===== src/rtl/updown_pulse_driver_if.sv =====
// rtl/updown_pulse_driver_if.sv - command handshake bundle for updown_pulse_driver
//
// Signals:
//   cmd_valid  host -> driver  command present
//   cmd_ready  driver -> host  driver idle and able to take a command
//   cmd_op     host -> driver  00 load, 01 count up, 10 count down, 11 clear
//   cmd_cnt    host -> driver  pulses per up/down burst, 0 means 16
//   cmd_data   host -> driver  load value
interface updown_pulse_driver_if;
    logic       cmd_valid;
    logic       cmd_ready;
    logic [1:0] cmd_op;
    logic [3:0] cmd_cnt;
    logic [3:0] cmd_data;

    modport master (output cmd_valid, output cmd_op, output cmd_cnt, output cmd_data, input cmd_ready);
    modport slave  (input cmd_valid, input cmd_op, input cmd_cnt, input cmd_data, output cmd_ready);
endinterface


===== src/rtl/updown_pulse_driver.sv =====
// rtl/updown_pulse_driver.sv - pulse driver and BCD shadow checker for a 74LS192-style counter
//
// Ports:
//   CP, MR_n                 clock (rising edge) and asynchronous active-low reset
//   cmd                      command handshake (updown_pulse_driver_if.slave)
//   CPu, CPd                 count pulses, idle high, counter steps on the rising edge
//   PL_n, MR                 parallel load (active low), counter master reset (active high)
//   P3..P0                   load data
//   Q3..Q0, TCu_n, TCd_n     counter state and terminal counts read back
//   exp_q                    shadow of the expected count
//   busy, done, err          not idle, one-clock completion pulse, sticky mismatch flag
//
// Optional feature: define UPDOWN_TC_STOP_EN to end an up/down burst after the
// pulse during which the relevant terminal count was seen low.
module updown_pulse_driver #(
    parameter int LOW_CYCLES  = 2,
    parameter int HIGH_CYCLES = 2
) (
    input  logic                        CP,
    input  logic                        MR_n,
    updown_pulse_driver_if.slave        cmd,
    output logic                        CPu,
    output logic                        CPd,
    output logic                        PL_n,
    output logic                        MR,
    output logic                        P3,
    output logic                        P2,
    output logic                        P1,
    output logic                        P0,
    input  logic                        Q3,
    input  logic                        Q2,
    input  logic                        Q1,
    input  logic                        Q0,
    input  logic                        TCu_n,
    input  logic                        TCd_n,
    output logic [3:0]                  exp_q,
    output logic                        busy,
    output logic                        done,
    output logic                        err
);

    typedef enum logic [1:0] {IDLE, ACTIVE, INACTIVE, DONE} state_t;

    localparam logic [1:0] OP_LOAD  = 2'b00;
    localparam logic [1:0] OP_UP    = 2'b01;
    localparam logic [1:0] OP_DOWN  = 2'b10;
    localparam logic [1:0] OP_CLEAR = 2'b11;

    // {CPu, CPd, PL_n, MR} with every control at its idle level
    localparam logic [3:0] CTL_IDLE = 4'b1110;

    state_t      state;
    logic [1:0]  op;
    logic [3:0]  data;
    logic [4:0]  remaining;
    logic [15:0] timer;
    logic        launch;
    logic        ready_q;
    logic [3:0]  p;
    logic [3:0]  q;
    logic        tc_low;
    logic        tc_want;
    logic        stop_burst;

    assign q              = {Q3, Q2, Q1, Q0};
    assign {P3, P2, P1, P0} = p;
    assign cmd.cmd_ready  = ready_q;

    function automatic logic [3:0] active_ctl(input logic [1:0] o);
        case (o)
            OP_LOAD: return 4'b1100;
            OP_UP:   return 4'b0110;
            OP_DOWN: return 4'b1010;
            default: return 4'b1111;
        endcase
    endfunction

    function automatic logic [3:0] next_exp(input logic [1:0] o, input logic [3:0] cur, input logic [3:0] d);
        case (o)
            OP_LOAD: return d;
            OP_UP:   return (cur == 4'd9) ? 4'd0 : cur + 4'd1;
            OP_DOWN: return (cur == 4'd0) ? 4'd9 : cur - 4'd1;
            default: return 4'd0;
        endcase
    endfunction

    // Terminal count seen on the pin versus what the shadow count says it should be.
    // Load and clear never look at TC.
    always_comb begin
        tc_low  = 1'b0;
        tc_want = 1'b0;
        case (op)
            OP_UP: begin
                tc_low  = ~TCu_n;
                tc_want = (exp_q == 4'd9);
            end
            OP_DOWN: begin
                tc_low  = ~TCd_n;
                tc_want = (exp_q == 4'd0);
            end
            default: ;
        endcase
    end

`ifdef UPDOWN_TC_STOP_EN
    logic tc_seen;

    always_ff @(posedge CP or negedge MR_n) begin
        if (!MR_n) begin
            tc_seen <= 1'b0;
        end else if (state == IDLE) begin
            tc_seen <= 1'b0;
        end else if (state == ACTIVE && !launch && tc_low) begin
            tc_seen <= 1'b1;
        end
    end

    assign stop_burst = tc_seen;
`else
    assign stop_burst = 1'b0;
`endif

    // launch marks the first ACTIVE clock after acceptance: controls are driven
    // one edge after the handshake, which accounts for the extra clock of latency.
    always_ff @(posedge CP or negedge MR_n) begin
        if (!MR_n) begin
            state                  <= IDLE;
            {CPu, CPd, PL_n, MR}   <= 4'b1111;
            p                      <= 4'd0;
            exp_q                  <= 4'd0;
            busy                   <= 1'b0;
            done                   <= 1'b0;
            err                    <= 1'b0;
            ready_q                <= 1'b0;
            op                     <= OP_LOAD;
            data                   <= 4'd0;
            remaining              <= 5'd0;
            timer                  <= 16'd0;
            launch                 <= 1'b0;
        end else begin
            done <= 1'b0;
            case (state)
                IDLE: begin
                    MR      <= 1'b0;
                    ready_q <= 1'b1;
                    if (cmd.cmd_valid && ready_q) begin
                        ready_q <= 1'b0;
                        busy    <= 1'b1;
                        op      <= cmd.cmd_op;
                        data    <= cmd.cmd_data;
                        if (cmd.cmd_op == OP_UP || cmd.cmd_op == OP_DOWN) begin
                            remaining <= (cmd.cmd_cnt == 4'd0) ? 5'd16 : {1'b0, cmd.cmd_cnt};
                        end else begin
                            remaining <= 5'd1;
                        end
                        if (cmd.cmd_op == OP_LOAD && cmd.cmd_data > 4'd9) begin
                            err <= 1'b1;
                        end
                        launch <= 1'b1;
                        timer  <= 16'd0;
                        state  <= ACTIVE;
                    end
                end
                ACTIVE: begin
                    if (launch) begin
                        launch               <= 1'b0;
                        timer                <= 16'd0;
                        {CPu, CPd, PL_n, MR} <= active_ctl(op);
                        if (op == OP_LOAD) begin
                            p <= data;
                        end
                    end else begin
                        if (tc_low != tc_want) begin
                            err <= 1'b1;
                        end
                        if (timer == 16'(LOW_CYCLES - 1)) begin
                            {CPu, CPd, PL_n, MR} <= CTL_IDLE;
                            exp_q                <= next_exp(op, exp_q, data);
                            remaining            <= remaining - 5'd1;
                            timer                <= 16'd0;
                            state                <= INACTIVE;
                        end else begin
                            timer <= timer + 16'd1;
                        end
                    end
                end
                INACTIVE: begin
                    if (timer == 16'(HIGH_CYCLES - 1)) begin
                        if (q != exp_q) begin
                            err <= 1'b1;
                        end
                        timer <= 16'd0;
                        if (remaining != 5'd0 && !stop_burst) begin
                            {CPu, CPd, PL_n, MR} <= active_ctl(op);
                            state                <= ACTIVE;
                        end else begin
                            done  <= 1'b1;
                            state <= DONE;
                        end
                    end else begin
                        timer <= timer + 16'd1;
                    end
                end
                DONE: begin
                    busy    <= 1'b0;
                    ready_q <= 1'b1;
                    state   <= IDLE;
                end
                default: state <= IDLE;
            endcase
        end
    end

endmodule

===== src/flat_wrapper.sv =====
// flat-port wrapper written by rule: the top's interface ports become plain ports
module updown_pulse_driver_flat 
#(
    parameter int LOW_CYCLES  = 2,
    parameter int HIGH_CYCLES = 2
)
  (CP, MR_n, CPu, CPd, PL_n, MR, P3, P2, P1, P0, Q3, Q2, Q1, Q0, TCu_n, TCd_n, exp_q, busy, done, err, cmd_cmd_valid, cmd_cmd_op, cmd_cmd_cnt, cmd_cmd_data, cmd_cmd_ready);
  updown_pulse_driver_if cmd_i ();
  input  logic CP;
  input  logic MR_n;
  output logic CPu;
  output logic CPd;
  output logic PL_n;
  output logic MR;
  output logic P3;
  output logic P2;
  output logic P1;
  output logic P0;
  input  logic Q3;
  input  logic Q2;
  input  logic Q1;
  input  logic Q0;
  input  logic TCu_n;
  input  logic TCd_n;
  output logic [3:0] exp_q;
  output logic busy;
  output logic done;
  output logic err;
  input wire logic [$bits(cmd_i.cmd_valid)-1:0] cmd_cmd_valid;
  input wire logic [$bits(cmd_i.cmd_op)-1:0] cmd_cmd_op;
  input wire logic [$bits(cmd_i.cmd_cnt)-1:0] cmd_cmd_cnt;
  input wire logic [$bits(cmd_i.cmd_data)-1:0] cmd_cmd_data;
  output wire logic [$bits(cmd_i.cmd_ready)-1:0] cmd_cmd_ready;
  assign cmd_i.cmd_valid = cmd_cmd_valid;
  assign cmd_i.cmd_op = cmd_cmd_op;
  assign cmd_i.cmd_cnt = cmd_cmd_cnt;
  assign cmd_i.cmd_data = cmd_cmd_data;
  assign cmd_cmd_ready = cmd_i.cmd_ready;
  updown_pulse_driver #(.LOW_CYCLES(LOW_CYCLES), .HIGH_CYCLES(HIGH_CYCLES)) u_core (.CP(CP), .MR_n(MR_n), .cmd(cmd_i), .CPu(CPu), .CPd(CPd), .PL_n(PL_n), .MR(MR), .P3(P3), .P2(P2), .P1(P1), .P0(P0), .Q3(Q3), .Q2(Q2), .Q1(Q1), .Q0(Q0), .TCu_n(TCu_n), .TCd_n(TCd_n), .exp_q(exp_q), .busy(busy), .done(done), .err(err));
endmodule

===== config.mk =====
export PLATFORM = sky130hd
export DESIGN_NAME = updown_pulse_driver_flat
export DESIGN_NICKNAME = d
export VERILOG_FILES = /design/src/rtl/updown_pulse_driver_if.sv /design/src/rtl/updown_pulse_driver.sv /design/src/flat_wrapper.sv
export SDC_FILE = /design/constraint.sdc
export NUM_CORES = 1
export LEC_CHECK = 0
export CORE_UTILIZATION = 55
export CTS_CLUSTER_DIAMETER = 30
export DETAILED_ROUTE_END_ITERATION = 10
export HOLD_SLACK_MARGIN = 0.06
export PLACE_DENSITY_LB_ADDON = 0.3
export SLEW_MARGIN = 25
export SYNTH_ARGS = -nofsm -noshare
export SYNTH_HDL_FRONTEND = slang
export SYNTH_SLANG_ARGS = --single-unit

===== constraint.sdc =====
create_clock -name CP -period 4.7 [get_ports CP]
set_input_delay 0.47 -clock CP [delete_from_list [all_inputs] [get_ports CP]]
set_output_delay 0.47 -clock CP [all_outputs]
set_load 0.03 [all_outputs]

==> run metrics, run 1 <==
register area share after synthesis about 40%; area share of the largest cell type after synthesis a little over a third; Post-CTS Setup Inserts 0; via count of the first global-routing pass ~2,300; critical path depth 6; DR top layer met4; Setup WS post-layout ~2.0 ns; clock-pin slew on the worst setup and hold paths roughly 0.080 ns; mapped cell area between 2000 and 3000 sq um; 1st-iter DRT viols 274; power per standard cell area 603 nW/um^2; Seq. cell area about 1200 sq um; ys async rst share 100%; cells along the critical path inv_1 > ha_1 > nor4b_1 > nand4_1 > a211oi_1 > mux2_2; Clock Latency Late Sink 0.30 ns; CTS buffer count 5; routed vias/inst 6.20; final wirelength slightly below 7000 um; Sink Count 46; max-cap check violation count 0; Final Hold Viols 0; Setup crit end kind flip-flop; area of the multi-input gates 1620 sq um; DP HPWL roughly 4800 um; worst hold path class input port to asynchronous set/reset pin; pin count of the biggest net entering global routing between 40 and 50; status finished clean; Worst-Margin Slew roughly 0.85 ns; #FFs+latches synth between 40 and 50; FF-to-FF setup slack between 2 and 2.5 ns; Final Skew between 0.007 and 0.008 ns; Clock Path Buffers 2; metal2 WL 3070 um; Startpoint Class flip-flop; first-pass GRT wire length approximately 11,000 um; post-layout instance area between 3000 and 4000 sq um; GRT Total Usage 25.9%; Tmin final between 2 and 3 ns; RD Place Congestion about 0.84; die span in y 74.8 um; hold buffer count at cts 0; Critical Path AT between 2 and 3 ns; Initial Util a little under three fifths; Nets approximately 370; Worst Reg-to-Reg Cells 6; slowest stage cell, crit path nand4_1; clock root cell clkbuf_8; CTS tree done; synthesized net count 347; met3 wire length roughly 370 um; Filler Cells Inserted 443; fraction of layout cells with a size suffix above 1 under 10%; CP top delay family simple AND/OR/NAND/NOR gates; number of diodes 0; Reg-to-Reg End u_core.MR$_DFFE_PN1P_; yosys warns 0; grt total ovfl 0; CTS H-tree depth 2; final setup fails 0; CP Data Required Time roughly 5 ns; total number of vias around 2,500; # DRC 0; critical path's largest stage delay slightly below 0.8 ns; worst vdd ir between 0.4 and 0.5 mV; unrepaired setup endpoints after global routing no; normalized max-slew margin about 43%; Layout Area Growth over Synthesis 15.2%; fin crit share between 50 and 60%; initial antenna violation count 0; average size of a mapped cell roughly 9.4 sq um; Detailed Routing Iterations Pass 1 5; pre-CTS worst setup slack 2.05 ns; Post-synth EDFFs 0; post_cts resized 0; Final Max Tran Viols 0; worst path bufs/invs 1; Die W ~75 um; reg2reg start u_core.timer[1]$_DFFE_PN0P_; Post-Route M1 WL between 3000 and 4000 um; largest cells by area after synthesis dfrtp_1, ha_1, mux2_2; total power just over 0.002 W; P_leak 1.40 nW; crit-path max FO 22; top_reg_cell synth dfrtp_1; # port buffers 34; CP Class flip-flop to flip-flop; final setup TNS 0 ns; Detail Route Antenna Nets 0; Row Count 26; Cell variety after synth just under 60; Die ar. approximately 5600 sq um; area leader, netlist dfrtp_1; Placed Area about 3300 sq um; core area a little over 5000 sq um; IO Pins 35; Fmax around 0.37 GHz; WL/cell ~16 um; post-synthesis instance total approximately 310
[registers in the layout (all words and copies together) (netlist names)]
register,cells
u_core.cmd.cmd_ready,1
u_core.state,2
u_core.err,1
u_core.data,4
u_core.busy,1
u_core.MR,1
u_core.launch,1
u_core.remaining,5
u_core.CPd,1
u_core.CPu,1
u_core.p,4
u_core.timer,16
u_core.PL_n,1
u_core.op,2
u_core.done,1
u_core.exp_q,4
[placed cells by master, fill, tap and decap left out, types with 5 or more instances in the layout]
cell type / netlist / routed
o21ai_0: 14 / 14
a21oi_1: 14 / 14
and3_1: 6 / 6
o31ai_1: 10 / 10
clkbuf_8: 0 / 5
nand4_1: 9 / 9
xor2_1: 5 / 5
clkdlybuf4s50_1: 0 / 33
nand2b_1: 6 / 6
ha_1: 16 / 16
nor4_1: 5 / 5
mux2_2: 10 / 10
inv_1: 22 / 22
nand2_1: 22 / 22
nor3_1: 11 / 11
dfrtp_1: 42 / 42
or4_1: 7 / 7
nor2_1: 11 / 11
nand3_1: 11 / 11
[worst max path at each step]
stage                                 from                           end  slack, ns
3_3_place_gp   u_core.timer[1]$_DFFE_PN0P_         u_core.MR$_DFFE_PN1P_       2.15
4_1_cts        u_core.timer[1]$_DFFE_PN0P_         u_core.MR$_DFFE_PN1P_       1.99
6_report       u_core.timer[1]$_DFFE_PN0P_         u_core.MR$_DFFE_PN1P_       2.01
2_1_floorplan  u_core.timer[0]$_DFFE_PN0P_  u_core.timer[12]$_DFFE_PN0P_       2.77
3_5_place_dp   u_core.timer[1]$_DFFE_PN0P_         u_core.MR$_DFFE_PN1P_       2.05
5_1_grt        u_core.timer[1]$_DFFE_PN0P_        u_core.CPd$_DFFE_PN1P_       1.74
[final cells by class]
class                           instances  area share (%)
Multi-Input combinational cell        229            48.1
Sequential cell                        46            34.4
Timing Repair Buffer                   34            10.0
Tap cell                               70            2.61
Inverter                               22            2.46
Clock buffer                            8            2.38
[routing by layer]
metal,global-route usage (%),up-vias
met5,0,-
met4,10.7,0
met3,3.88,9
met2,37.6,83
met1,38.6,1214
li1,-,1230
[cells by family (layout without fill, tap and decap cells)]
logic type / after synthesis / after routing / share of synthesized area [%]
and+or+nand+nor: 110 / 110 / 21.1
AOI/OAI and AO/OA: 84 / 84 / 20.7
DFF: 46 / 46 / 39.6
buffers and inverters: 37 / 64 / 4.93
adders and majority gates: 16 / 16 / 6.86
muxes: 14 / 14 / 5.23
xor gates and xnor gates: 5 / 5 / 1.50
[cell usage after synthesis (all sizes together), types with 9 or more instances]
library cell / n
mux2: 10
nor2: 11
o21ai: 14
clkbuf: 11
a21oi: 14
nand3: 11
o31ai: 10
inv: 22
nand2: 23
ha: 16
nand4: 9
dfrtp: 42
nor3: 11
[per-stage QoR]
step                hold WS, ns  instances  utilization, %
finish                    0.161        409            65.8
global route              0.213        409            65.8
CTS                       0.387        409            65.8
detailed placement        0.462        401            64.2
global placement          0.469        401            64.2
floorplan                 0.174        312               -
[worst register-to-register path, delay by kind of cell (launching register included)]
family	cells	cell delay, ns
AO/OA/AOI/OAI	1	0.47
multiplexers	1	0.36
buffers and inverters	1	0.07
AND/OR/NAND/NOR	2	1.16
adder cells (fa/ha/maj)	1	0.13
flip-flops	1	0.43
[report_power, final]
part | internal (W) | total [W] | switching [W]
logic | 0.000460 | 0.00112 | 0.000664
registers | 0.000528 | 0.000667 | 0.000140
clock network | 0.000106 | 0.000238 | 0.000132
(Power assumes the default switching activity.)
==> inputs of run 2 (changes only) <==
==> constraint.sdc (replaced) <==
create_clock -name CP -period 2.55 [get_ports CP]
set_input_delay 0.255 -clock CP [delete_from_list [all_inputs] [get_ports CP]]
set_output_delay 0.255 -clock CP [all_outputs]
set_load 0.03 [all_outputs]
==> run 2 against run 1 <==
Utilization rose by 1.2 points; critical path depth did not move; first-iteration DRC count shrank 25%; global-route usage grew 0.46 points; clock skew grew 0.0038 ns; design area up 1.9%; worst hold slack improved by 0.30 ns; die area is the same; sequential power grew 86%; combinational power rose by 88%.
==> run metrics, run 2 (synthesis results as in run 1) <==
status finished clean (unchanged); CP Class flip-flop to flip-flop (unchanged); 1st-iter DRT viols 206 (was 274); worst path bufs/invs 1 (unchanged); Filler Cells Inserted 433 (was 443); # port buffers 34 (unchanged); Post-CTS Setup Inserts 0 (unchanged); final setup fails 0 (unchanged); Final Hold Viols 0 (unchanged); Row Count 26 (unchanged); fraction of layout cells with a size suffix above 1 10.4% (was 8.26%); Initial Util 57.1% (unchanged); max-cap check violation count 0 (unchanged); Sink Count 46 (unchanged); Final Max Tran Viols 0 (unchanged); Fmax 0.443 GHz (was 0.371 GHz); Final Skew 0.0109 ns (was 0.00707 ns); core area 5110 sq um (unchanged); WHS 0.461 ns (was 0.161 ns); final setup TNS 0 ns (unchanged); routed vias/inst 6.30 (was 6.20); Nets 380 (was 373); Detail Route Antenna Nets 0 (unchanged); critical path's largest stage delay 0.58 ns (was 0.77 ns); Critical Path AT 2.49 ns (was 2.92 ns); max reg flops 16 (unchanged); CTS H-tree depth 2 (unchanged); WL/cell 16.6 um (was 16.5 um); RD Place Congestion 0.928 (was 0.838); Worst-Margin Slew 0.546 ns (was 0.847 ns); CP Data Required Time 2.78 ns (was 4.93 ns); IO Pins 35 (unchanged); grt total ovfl 0 (unchanged); total power 0.00381 W (was 0.00203 W); commonest cells after routing, fill and taps aside dfrtp_1, clkdlybuf4s50_1, inv_1, nand2_1, ha_1 (unchanged); cells along the critical path inv_1 > ha_1 > a21bo_2 > nand2_1 > nor3_1 > a22o_1 (was inv_1 > ha_1 > nor4b_1 > nand4_1 > a211oi_1 > mux2_2); crit-path max FO 14 (was 22); power per standard cell area 1110 nW/um^2 (was 603 nW/um^2); number of diodes 0 (unchanged); leading cell type in the layout, fill and taps excluded dfrtp_1 (unchanged); Startpoint Class flip-flop (unchanged); fin crit share 88.5% (was 57.3%); final wirelength 6890 um (was 6740 um); worst hold path class input port to asynchronous set/reset pin (unchanged); first-pass GRT wire length 11,300 um (was 10,800 um); CP top delay family simple AND/OR/NAND/NOR gates (unchanged); Tmin final 2.26 ns (was 2.69 ns); CTS buffer count 5 (unchanged); total number of vias 2,620 (was 2,536); GRT Total Usage 26.4% (was 25.9%); slowest stage cell, crit path nor3_1 (was nand4_1); clock root cell clkbuf_8 (unchanged); DP HPWL 4990 um (was 4810 um); Clock Path Buffers 2 (unchanged); Reg with most FFs u_core.timer (unchanged); worst vdd ir 0.672 mV (was 0.408 mV); placed cell count 407 (was 401); die span in y 74.8 um (unchanged); # DRC 0 (unchanged); Detailed Routing Iterations Pass 1 5 (unchanged); largest registers u_core.timer: 16 flops, u_core.remaining: 5 flops (unchanged); CTS tree done (unchanged); Die ar. 5600 sq um (unchanged); Layout Area Growth over Synthesis 17.4% (was 15.2%); Clock Latency Late Sink 0.30 ns (about the same); via count of the first global-routing pass 2,385 (was 2,260); P_leak 1.44 nW (was 1.40 nW); normalized max-slew margin 63.3% (was 43.4%); Setup crit end kind flip-flop (unchanged); pin count of the biggest net entering global routing 25 (was 47); initial antenna violation count 0 (unchanged); clock-pin slew on the worst setup and hold paths 0.09 ns (was 0.08 ns); Die W 74.8 um (unchanged); Finished Layout Cells 416 (was 409); unrepaired setup endpoints after global routing no (unchanged)
run 2: cell count changes in the layout (fill, tap and decap cells not counted), sizes merged:
cell,previous run,this run
dlygate4sd3,0,1
clkinv,0,1
buf,1,7
clkbuf,8,7
run 2: final cells by class:
cell class | count | area [sq um] | area share, %
clock buffers | 7 | 86.3 | 2.52
clock inverters | 1 | 5.00 | 0.146
repair buffers | 41 | 390 | 11.4
multi-input cells | 229 | 1620 | 47.2
flip-flops and latches | 46 | 1160 | 33.7
inverters | 22 | 82.6 | 2.41
well taps | 70 | 87.6 | 2.56
run 2: timing repair:
action	in CTS	in global routing
endpoints found under the hold margin	21	0
hold buffers	1	0
resized for setup	0	0
run 2: worst paths after layout:
path | start | end | slack (ns) | cells after the start
setup / recovery | u_core.state[0]$_DFFE_PN0P_ | u_core.timer[4]$_DFFE_PN0P_ | 0.29 | 6
hold / removal | MR_n | u_core.p[1]$_DFFE_PN0P_ | 0.46 | 2
setup reg to reg | u_core.state[0]$_DFFE_PN0P_ | u_core.timer[4]$_DFFE_PN0P_ | 0.29 | 6
hold reg to reg | u_core.CPd$_DFFE_PN1P_ | u_core.CPd$_DFFE_PN1P_ | 0.49 | 2
max in group asynchronous | MR_n | u_core.CPd$_DFFE_PN1P_ | 1.32 | 3
min in group CP | u_core.CPd$_DFFE_PN1P_ | u_core.CPd$_DFFE_PN1P_ | 0.49 | 2
run 2: through the flow:
step / worst slack [ns] / util, % / instance area (sq um)
after global placement: 0.462 / 65.1 / 3320
after CTS: 0.350 / 67.1 / 3430
after detailed placement: 0.366 / 65.1 / 3320
final: 0.293 / 67.1 / 3430
after floorplan: 0.623 / - / 2920
after global routing: 0.121 / 67.1 / 3430
run 2: report_power, final:
group | total (W) | leakage (nW) | switching (W) | internal (W)
Combinational | 0.00210 | 0.811 | 0.00122 | 0.000887
Sequential | 0.00124 | 0.579 | 0.000265 | 0.000972
Clock | 0.000467 | 0.0482 | 0.000248 | 0.000219
run 2: routing by layer:
| layer | vias to the layer above | GRT usage [%] | routed length (um) |
|---|---|---|---|
| met4 | 0 | 7.76 | 87 |
| met3 | 11 | 4.42 | 345 |
| met5 | - | 0 | 0 |
| met1 | 1261 | 38.6 | 3190 |
| met2 | 101 | 40.2 | 3270 |
| li1 | 1247 | - | - |
==> inputs of run 3 (changes only) <==
--- a/config.mk
+++ b/config.mk
@@ -5,10 +5,11 @@
 export SDC_FILE = /design/constraint.sdc
 export NUM_CORES = 1
 export LEC_CHECK = 0
-export CORE_UTILIZATION = 55
+export CORE_UTILIZATION = 30
 export CTS_CLUSTER_DIAMETER = 30
 export DETAILED_ROUTE_END_ITERATION = 10
 export HOLD_SLACK_MARGIN = 0.06
+export MAX_ROUTING_LAYER = met4
 export PLACE_DENSITY_LB_ADDON = 0.3
 export SLEW_MARGIN = 25
 export SYNTH_ARGS = -nofsm -noshare
==> run 3 against run 2 <==
Sequential power hardly changed; sequential share of layout area is 0.86 points lower; worst hold slack got worse by 0.43 ns; maximum frequency is 3.7% higher; first-iteration DRC count down 27%; clock-buffer cell count shrank 1; clock power grew 17%; global-route usage fell by 11 points; via count down 4.0%; wire length rose by 4.4%; non-clock buffer count stayed put; largest cell class unchanged; highest routed layer unchanged.
==> run metrics, run 3 (synthesis results as in run 1) <==
Nets 380 (unchanged); routed vias/inst 5.29 (was 6.30); slowest stage cell, crit path or4_1 (was nor3_1); number of diodes 0 (unchanged); Sink Count 46 (unchanged); core area 9330 sq um (was 5110 sq um); reg2reg start u_core.state[0]$_DFFE_PN0P_ (unchanged); CP top delay family simple AND/OR/NAND/NOR gates (unchanged); DP HPWL 5280 um (was 4990 um); GR Layer Usage met1 21.7% (was 38.6%); CP Class flip-flop to flip-flop (unchanged); Setup crit end kind flip-flop (unchanged); crit-path max FO 12 (was 14); commonest cells after routing, fill and taps aside dfrtp_1, clkdlybuf4s50_1, inv_1, nand2_1, ha_1 (unchanged); Final Max Tran Viols 0 (unchanged); pin count of the biggest net entering global routing 47 (was 25); # port buffers 34 (unchanged); worst vdd ir 0.498 mV (was 0.672 mV); Die ar. 10,100 sq um (was 5600 sq um); Die W 101 um (was 74.8 um); clock root cell clkbuf_8 (unchanged); most used routing layer met2 (unchanged); Fmax 0.460 GHz (was 0.443 GHz); Worst Reg-to-Reg Cells 6 (unchanged); final wirelength 7190 um (was 6890 um); Tmin final 2.18 ns (was 2.26 ns); Clock Path Buffers 2 (unchanged); RD Place Congestion 0.812 (was 0.928); clock-pin slew on the worst setup and hold paths 0.09 ns (about the same); final setup fails 0 (unchanged); Initial Util 31.3% (was 57.1%); # DRC 0 (unchanged); cells along the critical path inv_1 > ha_1 > a21bo_2 > nand3_1 > or4_1 > a21oi_1 (was inv_1 > ha_1 > a21bo_2 > nand2_1 > nor3_1 > a22o_1); grt met3 use 2.43% (was 4.42%); FF-to-FF setup slack 0.37 ns (was 0.29 ns); WHS 0.0330 ns (was 0.461 ns); CTS tree done (unchanged); grt total ovfl 0 (unchanged); final setup TNS 0 ns (unchanged); leading cell type in the layout, fill and taps excluded dfrtp_1 (unchanged); initial antenna violation count 0 (unchanged); Layout Area Growth over Synthesis 20.5% (was 17.4%); status finished clean (unchanged); hold buffer count at cts 0 (was 1); first-pass GRT wire length 12,000 um (was 11,300 um); Post-CTS Setup Inserts 0 (unchanged); WL/cell 15.1 um (was 16.6 um); Clock Latency Late Sink 0.30 ns (about the same); worst path bufs/invs 1 (unchanged); critical path's largest stage delay 0.59 ns (was 0.58 ns); Reg-to-Reg End u_core.timer[13]$_DFFE_PN0P_ (was u_core.timer[4]$_DFFE_PN0P_); CTS buffer count 5 (unchanged); max-cap check violation count 0 (unchanged); Final Skew 0.0111 ns (was 0.0109 ns); GRT Total Usage 15.4% (was 26.4%); Detail Route Antenna Nets 0 (unchanged); P_leak 1.44 nW (about the same); 1st-iter DRT viols 151 (was 206); CP Data Required Time 2.78 ns (about the same); normalized max-slew margin 59.6% (was 63.3%); die span in y 101 um (was 74.8 um); fraction of layout cells with a size suffix above 1 10.7% (was 10.4%); M2 GR Usage 22.8% (was 40.2%); CTS H-tree depth 2 (unchanged); Detailed Routing Iterations Pass 1 4 (was 5); Critical Path AT 2.40 ns (was 2.49 ns); Startpoint Class flip-flop (unchanged); Final Hold Viols 0 (unchanged); IO Pins 35 (unchanged); max reg flops 16 (unchanged); unrepaired setup endpoints after global routing no (unchanged); Worst-Margin Slew 0.606 ns (was 0.546 ns); Row Count 35 (was 26); post_cts resized 0 (unchanged); total number of vias 2,515 (was 2,620); worst hold path class input port to asynchronous set/reset pin (unchanged); via count of the first global-routing pass 2,404 (was 2,385); Reg with most FFs u_core.timer (unchanged); fin crit share 85.3% (was 88.5%); largest registers u_core.timer: 16 flops, u_core.remaining: 5 flops (unchanged); power per standard cell area 1110 nW/um^2 (about the same)
-- run 3: how the worst max path moves through the flow --
stage / from / endpoint / slack (ns) / cells after the start
after floorplan: u_core.timer[0]$_DFFE_PN0P_ / u_core.timer[12]$_DFFE_PN0P_ / 0.62 / 6
after global placement: u_core.state[0]$_DFFE_PN0P_ / u_core.timer[15]$_DFFE_PN0P_ / 0.47 / 6
after detailed placement: u_core.state[0]$_DFFE_PN0P_ / u_core.timer[14]$_DFFE_PN0P_ / 0.38 / 6
after CTS: u_core.state[0]$_DFFE_PN0P_ / u_core.timer[13]$_DFFE_PN0P_ / 0.36 / 6
after global routing: u_core.state[0]$_DFFE_PN0P_ / u_core.timer[13]$_DFFE_PN0P_ / 0.20 / 6
final: u_core.state[0]$_DFFE_PN0P_ / u_core.timer[13]$_DFFE_PN0P_ / 0.37 / 6
-- run 3: layout make-up --
class | count | area, sq um
Clock inverter | 2 | 37.5
Sequential cell | 46 | 1160
Inverter | 22 | 82.6
Multi-Input combinational cell | 229 | 1620
Fill cell | 943 | 5810
Timing Repair Buffer | 41 | 388
Clock buffer | 6 | 72.6
Tap cell | 129 | 161
-- run 3: metal layers --
metal / part of all wire [%] / vias to the layer above / routed length [um]
met2: 45 / 51 / 3230
met1: 51 / 1210 / 3670
li1: - / 1247 / -
met3: 2.8 / 7 / 205
met5: 0 / - / 0
met4: 1.2 / 0 / 87
-- run 3: through the flow --
stage | cells | util (%) | area, sq um | power (W) | setup WS [ns]
after floorplan | 312 | - | 2920 | 0.00269 | 0.623
after global placement | 467 | 36.5 | 3410 | 0.00332 | 0.473
after detailed placement | 467 | 36.5 | 3410 | 0.00335 | 0.384
after CTS | 475 | 37.7 | 3520 | 0.00392 | 0.364
after global routing | 475 | 37.7 | 3520 | 0.00420 | 0.204
final | 475 | 37.7 | 3520 | 0.00390 | 0.374
-- run 3: power by group --
part           internal, W  switching, W  leakage [nW]
Clock             0.000293      0.000255        0.0514
Sequential        0.000972      0.000265         0.579
Combinational     0.000889       0.00123         0.811
-- run 3: worst reg2reg max path: stages, from the launching register on --
cell and delay [ns]:
dfrtp_1 0.41, inv_1 0.10, ha_1 0.29, a21bo_2 0.27, nand3_1 0.31, or4_1 0.60, a21oi_1 0.15
